===== config.mk =====
export PLATFORM = sky130hd
export DESIGN_NAME = muldiv_unit
export DESIGN_NICKNAME = d
export VERILOG_FILES = /design/src/rtl/muldiv_unit.sv
export SDC_FILE = /design/constraint.sdc
export NUM_CORES = 1
export LEC_CHECK = 0
export ABC_AREA = 0
export BUFFER_PORTS_ARGS = -buffer_cell sky130_fd_sc_hd__buf_2
export CORE_MARGIN = 1
export CORE_UTILIZATION = 25
export CTS_BUF_LIST = sky130_fd_sc_hd__clkbuf_4 sky130_fd_sc_hd__clkbuf_8
export CTS_CLUSTER_DIAMETER = 60
export DETAILED_ROUTE_END_ITERATION = 7
export PLACE_DENSITY = 0.4
export REMOVE_ABC_BUFFERS = 1
export SLEW_MARGIN = 20
export SYNTH_ARGS = -nofsm -noshare
export SYNTH_HDL_FRONTEND = slang
export SYNTH_SLANG_ARGS = --single-unit

===== constraint.sdc =====
create_clock -name clk -period 4.7 [get_ports clk]
set_clock_uncertainty 0.2 [all_clocks]
set_input_delay 0.94 -clock clk [delete_from_list [all_inputs] [get_ports clk]]
set_output_delay 0.94 -clock clk [all_outputs]
set_load 0.03 [all_outputs]

===== src/rtl/muldiv_unit.sv =====
// Iterative unsigned multiply/divide unit with architectural HI/LO registers.
// Multiply is shift-add and divide is restoring, one bit per cycle; the unit raises stall on HI/LO hazards.
module muldiv_unit #(
    parameter int WIDTH = 32,
    parameter int CNT_W = 6
) (
    input  logic             clk,
    input  logic             rst,
    input  logic             valid,
    input  logic [5:0]       funct,
    input  logic [WIDTH-1:0] rs_data,
    input  logic [WIDTH-1:0] rt_data,
    output logic [WIDTH-1:0] rd_data,
    output logic [WIDTH-1:0] hi,
    output logic [WIDTH-1:0] lo,
    output logic             busy,
    output logic             done,
    output logic             stall
);

    typedef enum logic [1:0] {IDLE, RUN, DONE} state_t;

    localparam logic [5:0] FN_MFHI  = 6'd16;
    localparam logic [5:0] FN_MTHI  = 6'd17;
    localparam logic [5:0] FN_MFLO  = 6'd18;
    localparam logic [5:0] FN_MTLO  = 6'd19;
    localparam logic [5:0] FN_MULTU = 6'd25;
    localparam logic [5:0] FN_DIVU  = 6'd27;

    state_t               state;
    logic [CNT_W-1:0]     cnt;
    logic                 opdiv;
    logic [WIDTH-1:0]     opa;
    logic [WIDTH-1:0]     opb;
    logic [WIDTH-1:0]     rem;
    logic [2*WIDTH-1:0]   acc;

    logic                 known;
    logic                 accept;
    logic [WIDTH:0]       sum;
    logic [WIDTH:0]       trial;
    logic [WIDTH-1:0]     diff;
    logic [2*WIDTH-1:0]   accnext;
    logic [WIDTH-1:0]     remnext;

    // acc holds {partial product, multiplier} for multu and the dividend/quotient in its low half for divu.
    // The trial remainder is WIDTH+1 bits; the stored remainder always fits in WIDTH because it stays below the divisor.
    always_comb begin
        known = 1'b0;
        case (funct)
            FN_MFHI, FN_MTHI, FN_MFLO, FN_MTLO, FN_MULTU, FN_DIVU: known = 1'b1;
            default: known = 1'b0;
        endcase
        accept = valid && known && (state != RUN);
        stall  = valid && known && (state == RUN);

        rd_data = '0;
        if (funct == FN_MFHI)
            rd_data = hi;
        else if (funct == FN_MFLO)
            rd_data = lo;

        sum     = {1'b0, acc[2*WIDTH-1:WIDTH]} + (acc[0] ? {1'b0, opa} : {(WIDTH+1){1'b0}});
        trial   = {rem, acc[WIDTH-1]};
        diff    = trial[WIDTH-1:0] - opb;
        accnext = acc;
        remnext = rem;
        if (opdiv) begin
            if (trial >= {1'b0, opb}) begin
                remnext = diff;
                accnext = {acc[2*WIDTH-1:WIDTH], acc[WIDTH-2:0], 1'b1};
            end else begin
                remnext = trial[WIDTH-1:0];
                accnext = {acc[2*WIDTH-1:WIDTH], acc[WIDTH-2:0], 1'b0};
            end
        end else begin
            accnext = {sum, acc[WIDTH-1:1]};
        end
    end

    // A division by zero needs no special case: every trial subtract succeeds, giving an all-ones quotient and remainder A.
    always_ff @(posedge clk) begin
        if (rst) begin
            state <= IDLE;
            hi    <= '0;
            lo    <= '0;
            busy  <= 1'b0;
            done  <= 1'b0;
            cnt   <= '0;
            opdiv <= 1'b0;
            opa   <= '0;
            opb   <= '0;
            rem   <= '0;
            acc   <= '0;
        end else begin
            done <= 1'b0;
            case (state)
                IDLE, DONE: begin
                    state <= IDLE;
                    busy  <= 1'b0;
                    if (accept) begin
                        case (funct)
                            FN_MULTU, FN_DIVU: begin
                                state <= RUN;
                                busy  <= 1'b1;
                                opdiv <= (funct == FN_DIVU);
                                opa   <= rs_data;
                                opb   <= rt_data;
                                rem   <= '0;
                                acc   <= {{WIDTH{1'b0}}, (funct == FN_DIVU) ? rs_data : rt_data};
                                cnt   <= CNT_W'(WIDTH - 1);
                            end
                            FN_MTHI: hi <= rs_data;
                            FN_MTLO: lo <= rs_data;
                            default: ;
                        endcase
                    end
                end
                RUN: begin
                    acc <= accnext;
                    rem <= remnext;
                    if (cnt == '0) begin
                        state <= DONE;
                        busy  <= 1'b0;
                        done  <= 1'b1;
                        if (opdiv) begin
                            lo <= accnext[WIDTH-1:0];
                            hi <= remnext;
                        end else begin
                            hi <= accnext[2*WIDTH-1:WIDTH];
                            lo <= accnext[WIDTH-1:0];
                        end
                    end else begin
                        cnt <= cnt - 1'b1;
                    end
                end
                default: begin
                    state <= IDLE;
                    busy  <= 1'b0;
                end
            endcase
        end
    end

endmodule


==> results of run 1 <==
-- sequential cells by signal, indices dropped and copies added (netlist names) --
name / flops
opa: 32
opdiv: 1
busy: 1
done: 1
state: 2
acc: 64
cnt: 6
rem: 32
lo: 32
hi: 32
opb: 32
-- synthesized netlist by cell type, types with 41 or more instances --
cell and number:
nand2_1 323, a21oi_1 222, clkbuf_1 108, nor2_1 190, and2_1 46, a21o_1 41
o211ai_1 45, ha_1 66, dfxtp_1 235, o21ai_0 61, inv_1 53, mux2i_1 79
-- per-stage QoR --
stage | hold WS [ns] | utilization (%)
after global placement | 0.243 | 28.4
after floorplan | 0.226 | -
final | 0.250 | 30.2
after global routing | 0.270 | 30.2
after CTS | 0.254 | 30.2
after detailed placement | 0.245 | 28.4
-- power by group --
| part | total [mW] | internal (mW) | switching, mW |
|---|---|---|---|
| Sequential | 2.01 | 2.00 | 0.00736 |
| Combinational | 0.339 | 0.125 | 0.214 |
| Clock | 2.35 | 1.38 | 0.975 |
| Total | 4.70 | 3.51 | 1.20 |
-- routing by layer --
metal	vias up	GRT usage (%)	wire length, um
li1	6928	-	-
met1	6775	25.2	26800
met2	333	29.3	24700
met3	70	3.01	2410
met4	2	4.35	1010
met5	-	0	10
-- worst min-delay path, cell delays in order (launching register included) --
cell and delay [ns]:
dfxtp_1 0.30, nand2_1 0.05, a21oi_1 0.05
-- worst max path at each step --
| stage | end | slack (ns) | depth (start not counted) | startpoint |
|---|---|---|---|---|
| floorplan | acc[0] | -3.92 | 6 | funct[5] |
| global placement | rd_data[29] | 0.74 | 5 | funct[5] |
| detailed placement | rd_data[25] | 0.64 | 5 | funct[5] |
| CTS | rd_data[25] | 0.66 | 5 | funct[5] |
| global route | rd_data[28] | 0.46 | 5 | funct[5] |
| finish | hi[29] | 0.75 | 12 | acc[0] |
-- cell families (layout without fill, tap and decap cells) --
kind of cell	after synthesis	in the layout
compound gates	535	535
xor+xnor	47	47
fa+ha+maj	68	68
buf+inv	181	346
flops	235	235
mux	113	113
other cells	0	1
simple gates	707	707
-- cell type report --
type | instances | area (um^2) | share of cell area, %
Antenna cell | 1 | 2.50 | 0.0145
Clock buffer | 74 | 943 | 5.48
Clock inverter | 10 | 100 | 0.582
Inverter | 53 | 199 | 1.16
Multi-Input combinational cell | 1470 | 9110 | 53.0
Sequential cell | 235 | 4710 | 27.3
Tap cell | 756 | 946 | 5.50
Timing Repair Buffer | 209 | 1200 | 6.96
==> results by group, run 1 <==
Placed design
  • Final HPWL from detailed placement: 38900 um
  • GP Congestion: 0.813
  • DP Area: between 15000 and 20000 um^2
  • Placed insts: approximately 2.7k
  • DP Worst Slack: between 0.6 and 0.7 ns
  • PortBufs: between 150 and 200

Synthesis
  • Synth area leaders: dfxtp_1 (32%), nand2_1 (8.3%), a21oi_1 (7.7%)
  • Leading area contributor after synthesis: dfxtp_1
  • Synth Area in Compound Gates: about a quarter
  • Cells after synthesis: 1886
  • Xor/xnor cell area share of the yosys netlist: roughly 2.8%
  • Ys flop type: dfxtp_1
  • Synth cell types: 86
  • Mean Syn Cell Area: ~7.7 um^2
  • Number of synthesized flops with an enable pin: 0
  • Largest family of logic cells by synthesized area: compound AO/OA/AOI/OAI gates
  • Post-Synth Adder-Cell Area: under 10%
  • Seq cells post-synth: 235
  • Synth top area share: 32.4%
  • Synth Area in Simple Gates: a little over a fifth
  • Mapped Area: approximately 15000 um^2
  • Synth async-reset ratio: 0%
  • Warnings from Yosys: 0
  • Mux contribution to synthesized area: just over 8%
  • Sequential fraction of the synthesis area: between 30% and 40%

Die
  • I/O pin total: between 150 and 200
  • Row count: 87
  • DIE HEIGHT: 243 um
  • Die X: 243 um
  • Core area: around 57000 um^2
  • Initial Utilization: between 20% and 30%
  • Die footprint: between 50000 and 60000 um^2

CTS
  • Clk sinks: around 240
  • Clk root buf: clkbuf_8
  • Clk pin slew, worst setup/hold paths: roughly 0.060 ns
  • Post_cts resized: 0
  • CTS Buf Count: 47
  • Post-CTS setup buffers: 0
  • Max Buffers Root-to-Sink: 3
  • Worst-Skew Late Latency: around 0.61 ns
  • CTS H-tree depth: 2
  • CTS tree: built
  • Hold buffers post-CTS: 0

Layout
  • Area Overhead vs Synth: 18.5%
  • Commonest non-fill, non-tap cells in the layout: nand2_1 (321), dfxtp_1 (234), a21oi_1 (222)
  • Filler Cells Inserted: about 6.2k
  • Design Area, Final: roughly 17000 um^2
  • Commonest non-fill, non-tap cell in the layout: nand2_1
  • Final nets: approximately 2.2k
  • Layout cell share with drive strength beyond 1: 17.7%
  • Final std cells w/o fill: 2808

Route
  • Number of detailed-route iterations in the first pass: 5
  • Detail Route Antenna Nets: 0
  • DRT iter0 DRCs: ~860
  • Drt drc: 0
  • Final wirelength: 54900 um
  • Routed WL per cell: 19.6 um
  • Detailed-route via count: about 14k
  • Vias per cell: between 5 and 6

Global route
  • GRT overflow: 0
  • Gr usage total: between 10% and 20%
  • Antenna violations before repair: 2
  • Global-route wire length before repair: ~84000 um
  • Pin count of the biggest net entering global routing: 122
  • Vias in the first global route: 13.5k

Timing
  • Rel. slew slack: between 30% and 40%
  • Final hold violations: 0
  • Max Transition Viols Final: 0
  • Tmin final: around 4.0 ns
  • RSZ-0062 raised after global routing: no
  • Final worst-path cycle share: 84.1%
  • Worst-Margin Slew: 0.972 ns
  • Setup TNS Final: 0 ns
  • Final setup viols: 0
  • Fmax: between 200 and 300 MHz
  • Setup ws final: ~0.75 ns

Setup path
  • Largest delay contributor family on the critical path: compound AO/OA/AOI/OAI gates
  • RR Startpoint: acc[0]
  • Startpoint type of the worst setup path: flop
  • Top fanout value on the critical path: 22
  • FF-to-FF End: hi[29]
  • CP Class: flop to flop
  • R2R setup slack: roughly 0.75 ns
  • Slowest stage delay, CP: 0.47 ns
  • CP Cell Sequence: buf_4, nand2_1, fa_1, nand2b_1, a21o_1, a2111o_1, o21bai_1, a31oi_1, o21ai_0, xor2_1, nand2_1, a311oi_1
  • Worst setup EP type: flop
  • Buf/Inv on CP: 1
  • Data arrival, critical path: 4.26 ns
  • Crit-path most repeated cell: nand2_1
  • Slowest CP cell: o21ai_0
  • Register-to-Register Path Depth: 12
  • WP data required: ~5 ns

Pwr
  • Power density cells: 273 nW/um^2
  • Leakage: 7.28 nW
  • Design Power: ~4.7 mW
  • Max VDD drop: between 0.1 and 0.15 mV

Min path
  • Min-Delay Startpoint: opa[23]
  • Hold Crit Class: flop to flop
  • WHS Path Cells: 2
  • Worst hold path endpoint: opa[23]

Run
  • Max-Cap Viols: 0

Run status
  • Status: finished, final reports clean
No activity file was read; power rests on OpenSTA's default activity.
==> run 2: changes to the inputs <==
- PLACE_DENSITY: 0.4 -> 0.41
- clock period: 4.7 -> 3.4 ns (I/O delays scaled with it)
==> results by group, run 2 (synthesis gave the netlist of run 1 again) <==
Layout
  • Layout cell share with drive strength beyond 1: 26.3% (was 17.7%)
  • Filler Cells Inserted: 6085 (was 6172)
  • Commonest non-fill, non-tap cells in the layout: nand2_1 (318), dfxtp_1 (233), a21oi_1 (217) (was nand2_1 (321), dfxtp_1 (234), a21oi_1 (222))
  • Final nets: 2307 (was 2157)
  • Commonest non-fill, non-tap cell in the layout: nand2_1 (unchanged)
  • Area Overhead vs Synth: 30.3% (was 18.5%)
  • Top reg by flops: acc (unchanged)
  • Max reg flops: 64 (unchanged)

Route
  • Routed WL per cell: 19.8 um (was 19.6 um)
  • DRT iter0 DRCs: 817 (was 862)
  • Detailed-route via count: 14.6k (was 14.1k)
  • Drt drc: 0 (unchanged)
  • Final wirelength: 58600 um (was 54900 um)
  • Detail Route Antenna Nets: 0 (unchanged)
  • Vias per cell: 4.94 (was 5.02)
  • Number of detailed-route iterations in the first pass: 5 (unchanged)

Timing
  • Final worst-path cycle share: 98.2% (was 84.1%)
  • Worst-Margin Slew: 0.627 ns (was 0.972 ns)
  • Rel. slew slack: 58.2% (was 34.8%)
  • Final hold violations: 0 (unchanged)
  • Max Transition Viols Final: 0 (unchanged)
  • Fmax: 300 MHz (was 253 MHz)
  • Final setup viols: 0 (unchanged)
  • Setup ws final: 0.0611 ns (was 0.747 ns)
  • Tmin final: 3.34 ns (was 3.95 ns)
  • RSZ-0062 raised after global routing: yes (was no)

Setup path
  • Largest delay contributor family on the critical path: compound AO/OA/AOI/OAI gates (unchanged)
  • Top fanout value on the critical path: 5 (was 22)
  • Data arrival, critical path: 3.68 ns (was 4.26 ns)
  • Slowest CP cell: a2111o_1 (was o21ai_0)
  • CP Class: flop to flop (unchanged)
  • CP Cell Sequence: and2_4, ha_4, inv_2, fa_2, nand2b_4, a21o_1, a2111o_1, o21bai_1, buf_4, a31o_4, a211oi_4, o21ba_4, or4_1, nand3_1 (was buf_4, nand2_1, fa_1, nand2b_1, a21o_1, a2111o_1, o21bai_1, a31oi_1, o21ai_0, xor2_1, nand2_1, a311oi_1)
  • Buf/Inv on CP: 2 (was 1)
  • Slowest stage delay, CP: 0.42 ns (was 0.47 ns)
  • WP data required: 3.75 ns (was 5.01 ns)
  • Startpoint type of the worst setup path: flop (unchanged)
  • Worst setup EP type: flop (unchanged)

Placed design
  • DP Worst Slack: -0.322 ns (was 0.635 ns)
  • Final HPWL from detailed placement: 42300 um (was 38900 um)
  • GP Congestion: 0.898 (was 0.813)
  • PortBufs: 171 (unchanged)

Pwr
  • Leakage: 8.13 nW (was 7.28 nW)
  • Sequential share of power: 41.7% (was 42.7%)
  • Switch Pwr: 1.71 mW (was 1.20 mW)
  • Power density cells: 352 nW/um^2 (was 273 nW/um^2)
  • Max VDD drop: 0.210 mV (was 0.142 mV)
  • Design Power: 6.66 mW (was 4.70 mW)
  • P_int: 4.95 mW (was 3.51 mW)
  • Combinational Power Share: 8.5% (was 7.2%)
  • Clock Power Share: 49.8% (was 50.1%)
  • Sw Share: 25.7% (was 25.4%)

CTS
  • Clk sinks: 235 (unchanged)
  • Clk root buf: clkbuf_8 (unchanged)
  • Hold buffers post-CTS: 0 (unchanged)
  • Max Buffers Root-to-Sink: 3 (unchanged)
  • Clk pin slew, worst setup/hold paths: 0.06 ns (about the same)
  • CTS H-tree depth: 2 (unchanged)
  • Worst-Skew Late Latency: 0.63 ns (was 0.61 ns)
  • CTS Buf Count: 47 (unchanged)
  • CTS tree: built (unchanged)

Die
  • Row count: 87 (unchanged)
  • Initial Utilization: 25.5% (unchanged)
  • I/O pin total: 172 (unchanged)
  • DIE HEIGHT: 243 um (unchanged)
  • Core area: 56900 um^2 (unchanged)
  • Die X: 243 um (unchanged)
  • Die footprint: 59100 um^2 (unchanged)

Min path
  • Hold Crit Class: input pin to flop (was flop to flop)

Global route
  • Global-route wire length before repair: 89300 um (was 84000 um)
  • Gr usage total: 19.5% (was 18.2%)
  • GRT overflow: 0 (unchanged)
  • Vias in the first global route: 14.5k (was 13.5k)
  • Antenna violations before repair: 1 (was 2)
  • Pin count of the biggest net entering global routing: 91 (was 122)

Run status
  • Status: finished, final reports clean (unchanged)

Run
  • Max-Cap Viols: 0 (unchanged)
[run 2: cell types whose count changed in the layout (fill, tap and decap cells not counted), moves of 8 or more]
cell	change
ha_1	-11
buf_12	+13
o21ai_0	-8
ha_4	+8
clkbuf_4	+9
a211oi_1	-8
buf_4	+136
[run 2: power groups by stage]
| stage | combinational, mW | sequential, mW | clock [mW] |
|---|---|---|---|
| after floorplan | 0.237 | 2.84 | 0 |
| after global placement | 0.547 | 2.84 | 0 |
| after detailed placement | 0.548 | 2.84 | 0 |
| after CTS | 0.554 | 2.78 | 3.43 |
| after global routing | 0.613 | 2.78 | 3.53 |
| final | 0.567 | 2.78 | 3.31 |
[run 2: worst paths after layout]
check | startpoint | to | slack, ns | depth (start not counted)
worst min-delay path | rs_data[3] | opa[3] | 0.11 | 3
worst max-delay path | acc[0] | acc[59] | 0.06 | 14
worst max register to register | acc[0] | acc[59] | 0.06 | 14
worst min register to register | opa[21] | opa[21] | 0.25 | 2
[run 2: worst min-delay path: cells and delay by family]
family	cells	cell delay (ns)
buffers and inverters	1	0.11
AO/OA/AOI/OAI	1	0.05
AND/OR/NAND/NOR	1	0.05
[run 2: metrics by stage]
stage	cell area (um^2)	hold WS (ns)	setup TNS (ns)	instances	util, %
finish	18900	0.113	0	2961	33.2
floorplan	14000	0.226	-565.75	1758	-
CTS	18600	0.0600	-0.0402	2956	32.6
global placement	17400	0.241	-2.82	2868	30.6
global route	18900	0.0914	-0.157	2961	33.2
detailed placement	17400	0.245	-3.38	2868	30.6
[run 2: layout make-up]
| class | count | area [um^2] | share of cell area, % |
|---|---|---|---|
| Tap cell | 756 | 946 | 5.00 |
| Sequential cell | 235 | 4710 | 24.9 |
| Inverter | 53 | 199 | 1.05 |
| Clock buffer | 84 | 1020 | 5.41 |
| Clock inverter | 3 | 40.0 | 0.212 |
| Timing Repair Buffer | 359 | 2490 | 13.2 |
| Antenna cell | 1 | 2.50 | 0.0132 |
| Multi-Input combinational cell | 1470 | 9520 | 50.3 |
[run 2: repair_timing]
| action | in CTS | in global routing |
|---|---|---|
| resized for setup | 20 | 67 |
| setup buffers | 2 | 4 |
| setup endpoints to repair | 39 | 64 |
| hold endpoints to repair | 0 | 0 |
| pin swaps | 7 | 16 |
[run 2: metal layers]
layer | vias to the layer above | global-route usage (%) | part of all wire [%]
met5 | - | 0 | 0
li1 | 7240 | - | -
met3 | 76 | 2.55 | 2.9
met1 | 7070 | 27.2 | 50
met2 | 255 | 31.2 | 46
met4 | 0 | 5.11 | 2.0
==> run 3: changes to the inputs <==
- CAP_MARGIN: default -> 20
- CORE_UTILIZATION: 25 -> 55
- PLACE_DENSITY: 0.41 -> 0.78
- REMOVE_ABC_BUFFERS: 1 -> default
==> results by group, run 3 (synthesis gave the netlist of run 1 again) <==
Setup path
  • Critical Path Stages: 11 (was 14)
  • Slowest CP cell: a2111oi_1 (was a2111o_1)
  • Top fanout value on the critical path: 18 (was 5)
  • Data arrival, critical path: 3.55 ns (was 3.68 ns)
  • CP Cell Sequence: buf_4, and2_1, ha_1, and2_1, a2111oi_1, o21ai_1, o2111ai_2, a21o_1, a21oi_1, o21ai_0, a41oi_1 (was and2_4, ha_4, inv_2, fa_2, nand2b_4, a21o_1, a2111o_1, o21bai_1, buf_4, a31o_4, a211oi_4, o21ba_4, or4_1, nand3_1)
  • Crit-path most repeated cell: and2_1
  • Slowest stage delay, CP: 0.48 ns (was 0.42 ns)
  • Buf/Inv on CP: 1 (was 2)
  • R2R setup slack: 0.07 ns (was 0.06 ns)
  • Largest delay contributor family on the critical path: compound AO/OA/AOI/OAI gates (unchanged)
  • FF-to-FF End: hi[28] (was acc[59])
  • Register-to-Register Path Depth: 11 (was 14)
  • Worst setup EP type: flop (unchanged)
  • Startpoint type of the worst setup path: flop (unchanged)
  • CP Class: flop to flop (unchanged)
  • WP data required: 3.61 ns (was 3.75 ns)
  • RR Startpoint: acc[0] (unchanged)

Pwr
  • Max VDD drop: 0.343 mV (was 0.210 mV)
  • Design Power: 6.19 mW (was 6.66 mW)
  • Power density cells: 353 nW/um^2 (was 352 nW/um^2)
  • Leakage: 7.58 nW (was 8.13 nW)

Global route
  • M3 GR Usage: 6.18% (was 2.55%)
  • Antenna violations before repair: 1 (unchanged)
  • GR met1 Demand/Resource: 48.8% (was 27.2%)
  • Global Route met2 Usage: 58.6% (was 31.2%)
  • Pin count of the biggest net entering global routing: 122 (was 91)
  • Global-route wire length before repair: 76900 um (was 89300 um)
  • Most Crowded Layer GR: met2 (unchanged)
  • Gr usage total: 36.7% (was 19.5%)
  • GRT overflow: 0 (unchanged)
  • Vias in the first global route: 14.0k (was 14.5k)

Min path
  • Hold Crit Class: input pin to flop (unchanged)
  • Worst hold path endpoint: opb[7] (was opa[3])
  • Min-Delay Startpoint: rt_data[7] (was rs_data[3])
  • WHS Path Cells: 3 (unchanged)

Layout
  • Final nets: 2215 (was 2307)
  • Commonest non-fill, non-tap cell in the layout: nand2_1 (unchanged)
  • Layout cell share with drive strength beyond 1: 22.5% (was 26.3%)
  • Max reg flops: 64 (unchanged)
  • Commonest non-fill, non-tap cells in the layout: nand2_1 (321), dfxtp_1 (232), a21oi_1 (215) (was nand2_1 (318), dfxtp_1 (233), a21oi_1 (217))
  • Top reg by flops: acc (unchanged)
  • Filler Cells Inserted: 2192 (was 6085)
  • Final Util: 67.4% (was 33.2%)
  • Area of the multi-input gates: 9530 um^2 (was 9520 um^2)
  • Register area: 4710 um^2 (about the same)
  • Area Overhead vs Synth: 20.7% (was 30.3%)

Route
  • DRT iter0 DRCs: 1470 (was 817)
  • Detailed-route via count: 15.2k (was 14.6k)
  • Routed WL per cell: 21.0 um (was 19.8 um)
  • Number of detailed-route iterations in the first pass: 8 (was 5)
  • Final wirelength: 51400 um (was 58600 um)
  • Vias per cell: 6.23 (was 4.94)
  • Drt drc: 0 (unchanged)
  • Detail Route Antenna Nets: 0 (unchanged)

CTS
  • Max Buffers Root-to-Sink: 3 (unchanged)
  • Clk root buf: clkbuf_8 (unchanged)
  • Worst-Skew Late Latency: 0.56 ns (was 0.63 ns)
  • CTS H-tree depth: 2 (unchanged)
  • Clk sinks: 235 (unchanged)
  • Clk pin slew, worst setup/hold paths: 0.06 ns (about the same)
  • Hold buffers post-CTS: 0 (unchanged)
  • CTS tree: built (unchanged)
  • CTS Buf Count: 42 (was 47)

Die
  • Die footprint: 27100 um^2 (was 59100 um^2)
  • Initial Utilization: 55.9% (was 25.5%)
  • Core area: 26000 um^2 (was 56900 um^2)
  • I/O pin total: 172 (unchanged)
  • DIE HEIGHT: 164 um (was 243 um)
  • Row count: 59 (was 87)
  • Die X: 164 um (was 243 um)

Placed design
  • Final HPWL from detailed placement: 36100 um (was 42300 um)
  • PortBufs: 171 (unchanged)
  • GP Congestion: 0.967 (was 0.898)
  • DP Worst Slack: -0.0961 ns (was -0.322 ns)

Timing
  • Tmin final: 3.33 ns (was 3.34 ns)
  • Max Transition Viols Final: 0 (unchanged)
  • Final setup viols: 0 (unchanged)
  • Final worst-path cycle share: 98.0% (was 98.2%)
  • Worst-Margin Slew: 0.855 ns (was 0.627 ns)
  • Setup TNS Final: 0 ns (unchanged)
  • Final hold violations: 0 (unchanged)
  • Rel. slew slack: 43.0% (was 58.2%)
  • Setup ws final: 0.0671 ns (was 0.0611 ns)
  • Fmax: 300 MHz (about the same)

Run status
  • Status: finished, final reports clean (unchanged)

Run
  • Max-Cap Viols: 0 (unchanged)

Synthesis
  • Syn nets: roughly 2k
run 3: changes by cell type in the layout (fill, tap and decap cells not counted), moves of 5 or more:
cell      change
buf_12        -9
buf_4        -78
clkbuf_4     -10
clkbuf_8      -5
clkinv_2      +6
ha_1          -7
ha_4          +6
run 3: per-layer routing:
layer	wire, um	part of all wire, %
met1	21400	42
met4	1870	3.6
met3	4860	9.5
met2	23200	45
met5	63	0.12
run 3: layout make-up:
cell class / count / share of cell area (%)
tap: 335 / 2.39
clock buffer: 69 / 5.03
inverter: 53 / 1.14
timing repair buffer: 272 / 9.92
antenna: 1 / 0.0143
clock inverter: 8 / 0.229
sequential: 235 / 26.9
multi-input combinational: 1470 / 54.4
run 3: timing repair:
item / in CTS / in global routing
endpoints found under the setup margin: 19 / 66
cloned: 0 / 1
pin swaps: 2 / 23
setup buffers: 0 / 5
resized for setup: 7 / 74
run 3: worst max-delay path by stage:
stage | slack (ns) | end | startpoint
6_report | 0.07 | hi[28] | acc[0]
5_1_grt | -0.02 | hi[30] | acc[0]
3_3_place_gp | -0.02 | hi[30] | acc[0]
4_1_cts | 0.01 | hi[22] | opb[8]
3_5_place_dp | -0.1 | hi[29] | acc[0]
2_1_floorplan | 0.03 | acc[59] | acc[0]
run 3: through the flow:
step | hold WS [ns] | cells | area [um^2]
final | 0.185 | 2443 | 17500
after global routing | 0.181 | 2443 | 17500
after CTS | 0.173 | 2436 | 17000
after detailed placement | 0.243 | 2359 | 16100
after global placement | 0.239 | 2359 | 16100
after floorplan | 0.232 | 1886 | 14500
run 3: worst reg2reg max path, stage by stage (launching register included):
cell	delay (ns)
dfxtp_2	0.33
buf_4	0.20
and2_1	0.19
ha_1	0.32
and2_1	0.21
a2111oi_1	0.48
o21ai_1	0.22
o2111ai_2	0.29
a21o_1	0.20
a21oi_1	0.08
o21ai_0	0.33
a41oi_1	0.16
run 3: power breakdown:
part,internal [mW],total (mW),switching [mW]
logic,0.215,0.542,0.326
registers,2.77,2.78,0.0108
clock network,1.64,2.87,1.23
total,4.62,6.19,1.57
